==> src/rtl/ika2151_pkg.sv <==
// ika2151_pkg: shared FSM state, register-region boundaries and busy-counter width
package ika2151_pkg;
    typedef enum logic [1:0] {ST_IDLE, ST_WAIT, ST_COMMIT, ST_HOLD} wr_state_e;
    localparam logic [7:0] CH_BASE = 8'h20;
    localparam logic [7:0] OP_BASE = 8'h40;
    localparam int BUSY_W = 7;
endpackage

==> src/rtl/ika2151_slot_decode.sv <==
// ika2151_slot_decode: maps a register address to a global flag and its 5-bit time slot
module ika2151_slot_decode
    import ika2151_pkg::*;
(
    input  logic [7:0] i_addr,
    output logic       o_global,
    output logic [4:0] o_slot
);
    assign o_global = i_addr < CH_BASE;
    assign o_slot   = i_addr < OP_BASE ? {2'b00, i_addr[2:0]} : i_addr[4:0];
endmodule

==> src/rtl/ika2151_regwr_sched.sv <==
// ika2151_regwr_sched: schedules CPU register writes into time-multiplexed register-file slots
// Optional sticky overrun flag: define IKA2151_OVERRUN_FLAG_EN
module ika2151_regwr_sched
    import ika2151_pkg::*;
#(
    parameter int BUSY_CYCLES = 64
) (
    input  logic       i_EMUCLK,
    input  logic       i_RST,
    input  logic       i_phi1_NCEN_n,
    input  logic [4:0] i_CYCLE,
    input  logic       i_WR_EN,
    input  logic       i_A0,
    input  logic [7:0] i_DIN,
    output logic       o_BUSY,
    output logic [7:0] o_REG_ADDR,
    output logic [7:0] o_REG_DATA,
    output logic       o_GLOBAL_WE,
    output logic       o_SLOT_WE,
    output logic       o_OVERRUN
);
    localparam logic [BUSY_W-1:0] BUSY_LOAD = BUSY_W'(BUSY_CYCLES);

    wr_state_e         state_q, state_d;
    logic [BUSY_W-1:0] cnt_q, cnt_d;
    logic [7:0]        addr_lat_q, addr_lat_d;
    logic [7:0]        pend_addr_q, pend_addr_d;
    logic [7:0]        pend_data_q, pend_data_d;
    logic [7:0]        reg_addr_q, reg_addr_d;
    logic [7:0]        reg_data_q, reg_data_d;
    logic              gwe_q, gwe_d;
    logic              swe_q, swe_d;
    logic              pend_global;
    logic [4:0]        pend_slot;
    logic              en, accept;

    ika2151_slot_decode u_decode (
        .i_addr   (pend_addr_q),
        .o_global (pend_global),
        .o_slot   (pend_slot)
    );

    assign en     = ~i_phi1_NCEN_n;
    assign accept = i_WR_EN & i_A0 & (state_q == ST_IDLE) & (cnt_q == '0);

    always_comb begin
        state_d     = state_q;
        cnt_d       = cnt_q;
        addr_lat_d  = (i_WR_EN && !i_A0) ? i_DIN : addr_lat_q;
        pend_addr_d = pend_addr_q;
        pend_data_d = pend_data_q;
        reg_addr_d  = reg_addr_q;
        reg_data_d  = reg_data_q;
        gwe_d       = gwe_q;
        swe_d       = swe_q;
        if (en && cnt_q != '0) cnt_d = cnt_q - 1'b1;
        case (state_q)
            ST_IDLE: if (accept) begin
                state_d     = ST_WAIT;
                cnt_d       = BUSY_LOAD;
                pend_addr_d = addr_lat_q;
                pend_data_d = i_DIN;
            end
            ST_WAIT:   if (en && (pend_global || i_CYCLE == pend_slot)) state_d = ST_COMMIT;
            ST_COMMIT: if (en) state_d = ST_HOLD;
            ST_HOLD:   if (en && cnt_q < 7'd2) state_d = ST_IDLE;
            default:   state_d = ST_IDLE;
        endcase
        // WEs and commit data are registered on enable edges only, spanning one phi1 period
        if (en) begin
            gwe_d = (state_d == ST_COMMIT) && pend_global;
            swe_d = (state_d == ST_COMMIT) && !pend_global;
            if (state_q == ST_WAIT && state_d == ST_COMMIT) begin
                reg_addr_d = pend_addr_q;
                reg_data_d = pend_data_q;
            end
        end
    end

    always_ff @(posedge i_EMUCLK) begin
        if (i_RST) begin
            state_q     <= ST_IDLE;
            cnt_q       <= '0;
            addr_lat_q  <= '0;
            pend_addr_q <= '0;
            pend_data_q <= '0;
            reg_addr_q  <= '0;
            reg_data_q  <= '0;
            gwe_q       <= 1'b0;
            swe_q       <= 1'b0;
        end else begin
            state_q     <= state_d;
            cnt_q       <= cnt_d;
            addr_lat_q  <= addr_lat_d;
            pend_addr_q <= pend_addr_d;
            pend_data_q <= pend_data_d;
            reg_addr_q  <= reg_addr_d;
            reg_data_q  <= reg_data_d;
            gwe_q       <= gwe_d;
            swe_q       <= swe_d;
        end
    end

`ifdef IKA2151_OVERRUN_FLAG_EN
    logic overrun_q, overrun_d;
    assign overrun_d = overrun_q | (i_WR_EN & i_A0 & ~accept);
    always_ff @(posedge i_EMUCLK) begin
        if (i_RST) overrun_q <= 1'b0;
        else overrun_q <= overrun_d;
    end
    assign o_OVERRUN = overrun_q;
`else
    assign o_OVERRUN = 1'b0;
`endif

    assign o_BUSY      = (state_q != ST_IDLE) | (cnt_q != '0);
    assign o_REG_ADDR  = reg_addr_q;
    assign o_REG_DATA  = reg_data_q;
    assign o_GLOBAL_WE = gwe_q;
    assign o_SLOT_WE   = swe_q;
endmodule

==> config.mk <==
export PLATFORM = sky130hd
export DESIGN_NAME = ika2151_regwr_sched
export DESIGN_NICKNAME = d
export VERILOG_FILES = /design/src/rtl/ika2151_pkg.sv /design/src/rtl/ika2151_slot_decode.sv /design/src/rtl/ika2151_regwr_sched.sv
export SDC_FILE = /design/constraint.sdc
export NUM_CORES = 1
export LEC_CHECK = 0
export ABC_AREA = 1
export CORE_MARGIN = 1.5
export CORE_UTILIZATION = 52
export CTS_CLUSTER_DIAMETER = 150
export DETAILED_ROUTE_END_ITERATION = 10
export GPL_TIMING_DRIVEN = 1
export PLACE_DENSITY = 0.79
export SYNTH_ARGS = -nofsm -noshare
export SYNTH_HDL_FRONTEND = slang
export SYNTH_HIERARCHICAL = 1
export SYNTH_SLANG_ARGS = --single-unit
==> constraint.sdc <==
create_clock -name i_EMUCLK -period 1.69 [get_ports i_EMUCLK]
set_clock_uncertainty 0.05 [all_clocks]
set_input_delay 0.507 -clock i_EMUCLK [delete_from_list [all_inputs] [get_ports i_EMUCLK]]
set_output_delay 0.507 -clock i_EMUCLK [all_outputs]
set_load 0.02 [all_outputs]
==> results.sh <==
export IMPL_htreeDepth=2
export IMPL_r2r_cells=13
export IMPL_drv_slew=0
export IMPL_grt_pass1_wl_um=8140
export IMPL_period_minus_slack_ns=1.69
export IMPL_place_inst=402
export IMPL_setup_viol=0
export IMPL_fp_dieW_um=68.0
export IMPL_pre_cts_ws_ns=-0.514
export IMPL_wire_per_inst_um=11.9
export IMPL_max_freq_ghz=0.592
export IMPL_diodes=0
export IMPL_yosysWarnings=6
export IMPL_reg2reg_from="pend_addr_q[7]"
export IMPL_synth_cell_type_count=27
export IMPL_most_common_layout_cells="nor2_1 (65), dfxtp_1 (46), buf_4 (33)"
export IMPL_overflow=0
export IMPL_grt_max_degree=41
export IMPL_cap_violations=0
export IMPL_utilization=0.743
export IMPL_hpwl_um=3290
export IMPL_p_leak_nw=1.45
export IMPL_period_share=0.999
export IMPL_drc_errors=0
export IMPL_status="complete, no violations"
export IMPL_whs_path_depth=2
export IMPL_areaGrowthSynthToFinish_pct=36.2
export IMPL_synth_seq_cells=51
export IMPL_grt_antenna_before_repair=0
export IMPL_hold_worst_slack_ns=0.429
export IMPL_portBuffers=36
export IMPL_syn_inst=298
export IMPL_power_density_nw_per_um2=1510
export IMPL_grt_usage=0.234
export IMPL_start_util=0.546
export IMPL_fp_dieH_um=68.0
export IMPL_die_area_um2=4630
export IMPL_cts_buffer_depth=2
export IMPL_nNetsFinal=383
export IMPL_arrival_ns=1.13
export IMPL_critical_path_startpoint_type="flop"
export IMPL_drt_iter0_drc=81
export IMPL_critical_path_class="reg -> out"
export IMPL_vias=2068
export IMPL_drive_gt1_frac=0.228
export IMPL_viasPerCell=5.00
export IMPL_critical_path_required_ns=1.13
export IMPL_cts_tree="built"
export IMPL_syn_area_um2=2200
export IMPL_dr_pass1_iters=4
export IMPL_cts_made_buffers=5
export IMPL_min_delay_start="o_SLOT_WE"
export IMPL_hold_viol_final=0
export IMPL_synth_top_area_frac=0.464
export IMPL_final_common_cell="nor2_1"
export IMPL_cts_sinks=51
export IMPL_clock_latency_ns=0.31
export IMPL_ys_seq_area_frac=0.464
export IMPL_hold_path_endpoint="o_SLOT_WE"
export IMPL_cp_end_kind="output pin"
export IMPL_fillers=301
export IMPL_syn_num_nets=318
export IMPL_ir_drop_v=0.00138
export IMPL_finalWorstSetupSlack_ns=0.00137
export IMPL_hold_class="reg -> reg"
export IMPL_reg2reg_slack_ns=0.07
export IMPL_final_cell_count_no_fill=414
export IMPL_gp_congestion=0.830
export IMPL_first_global_vias=1887
export IMPL_path_max_fanout=2
export IMPL_yosys_area_top_type="dfxtp_1"
export IMPL_clk_pin_slew_worst_paths_ns=0.09
export IMPL_cts_hold_buf=0
export IMPL_row_count=23
export IMPL_ant_nets=0
export IMPL_r2r_end="o_SLOT_WE"
export IMPL_synth_area_leaders="dfxtp_1 (46%), nor2_1 (12%), o21ai_0 (6.6%), inv_1 (5.6%), nand2_1 (5.1%)"
export IMPL_avgSynthCellArea_um2=7.38
export IMPL_ioPinCount=38
export IMPL_wl_um=4940
export IMPL_root_buffer="clkbuf_8"
export IMPL_rsz0062_at_grt="yes"
export IMPL_design_core_area_um2=4030
==> Yosys cell counts, drive strengths merged <==
| library cell | n |
|---|---|
| nor2 | 73 |
| dfxtp | 51 |
| o21ai | 41 |
| inv | 40 |
| nand2 | 33 |
| a21oi | 22 |
| buf | 8 |
| nand3 | 8 |
| clkbuf | 7 |
| nand4 | 5 |
| xor2 | 3 |
| ha | 2 |
| nor3 | 2 |
| a211oi | 1 |
| a31oi | 1 |
| conb | 1 |
==> final cells by class <==
| class | count | area (µm²) | share of cell area |
|---|---|---|---|
| clock buffer | 5 | 68.8 | 0.0230 |
| clock inverter | 3 | 47.5 | 0.0159 |
| inverter | 40 | 153 | 0.0510 |
| multi-input combinational | 193 | 997 | 0.333 |
| sequential | 51 | 1030 | 0.345 |
| tap | 50 | 62.6 | 0.0209 |
| timing repair buffer | 72 | 634 | 0.212 |
==> routing by layer <==
layer | global-route usage | wire length [µm]
met5 | 0 | 0
met1 | 0.284 | 2150
met3 | 0.0576 | 316
met2 | 0.390 | 2340
met4 | 0.105 | 127
==> flip-flops by register name, indices dropped and copies added, names as in the netlist <==
register / flops
addr_lat_q: 8
o_REG_ADDR: 8
o_REG_DATA: 8
pend_addr_q: 8
pend_data_q: 8
cnt_q: 7
state_q: 2
o_GLOBAL_WE: 1
o_SLOT_WE: 1
==> worst max-delay path: stages (launching register included) <==
cell and delay [ns]:
dfxtp_2 0.33, inv_2 0.06, nand2_2 0.06, nor2_4 0.13, nand4_4 0.09, buf_6 0.15
==> kinds of logic (layout without fill, tap and decap cells) <==
family | Yosys count | in the layout | share of synthesized area
DFF | 51 | 51 | 0.464
adders and majority gates | 2 | 2 | 0.0114
buffers and inverters | 55 | 120 | 0.113
and+or+nand+nor | 121 | 122 | 0.241
AOI/OAI and AO/OA | 65 | 65 | 0.156
xor gates and xnor gates | 3 | 3 | 0.0119
other | 1 | 1 | 0.00170
==> stage by stage <==
stage | power [W] | setup TNS (ns) | instance area, µm²
after floorplan | 0.00277 | 0 | 2200
after global placement | 0.00345 | -11.33 | 2800
after detailed placement | 0.00351 | -12.91 | 2800
after CTS | 0.00446 | -0.00498 | 2950
after global routing | 0.00484 | -0.0835 | 3000
final | 0.00453 | 0 | 3000
==> how the worst max path moves through the flow <==
stage	start	to	slack, ns
floorplan	cnt_q[0]	pend_addr_q[6]	0.19
global placement	i_phi1_NCEN_n	o_REG_DATA[1]	-0.43
detailed placement	i_phi1_NCEN_n	o_SLOT_WE	-0.51
CTS	cnt_q[3]	o_BUSY	-0.005
global route	cnt_q[3]	o_BUSY	-0.06
finish	cnt_q[3]	o_BUSY	0.001
==> power by group <==
part / internal, W / total, W / switching [W]
registers: 0.00148 / 0.00165 / 0.000173
logic: 0.000935 / 0.00201 / 0.00107
clock network: 0.000449 / 0.000875 / 0.000426
total: 0.00286 / 0.00453 / 0.00167
==> repair_timing <==
item | 4_1_cts | 5_1_grt
setup endpoints to repair | 40 | 22
pin swaps | 7 | 5
gates cloned | 1 | 0
setup buffers | 3 | 0
resized for setup | 42 | 28
Note: power is estimated with default switching activity, not from simulation.
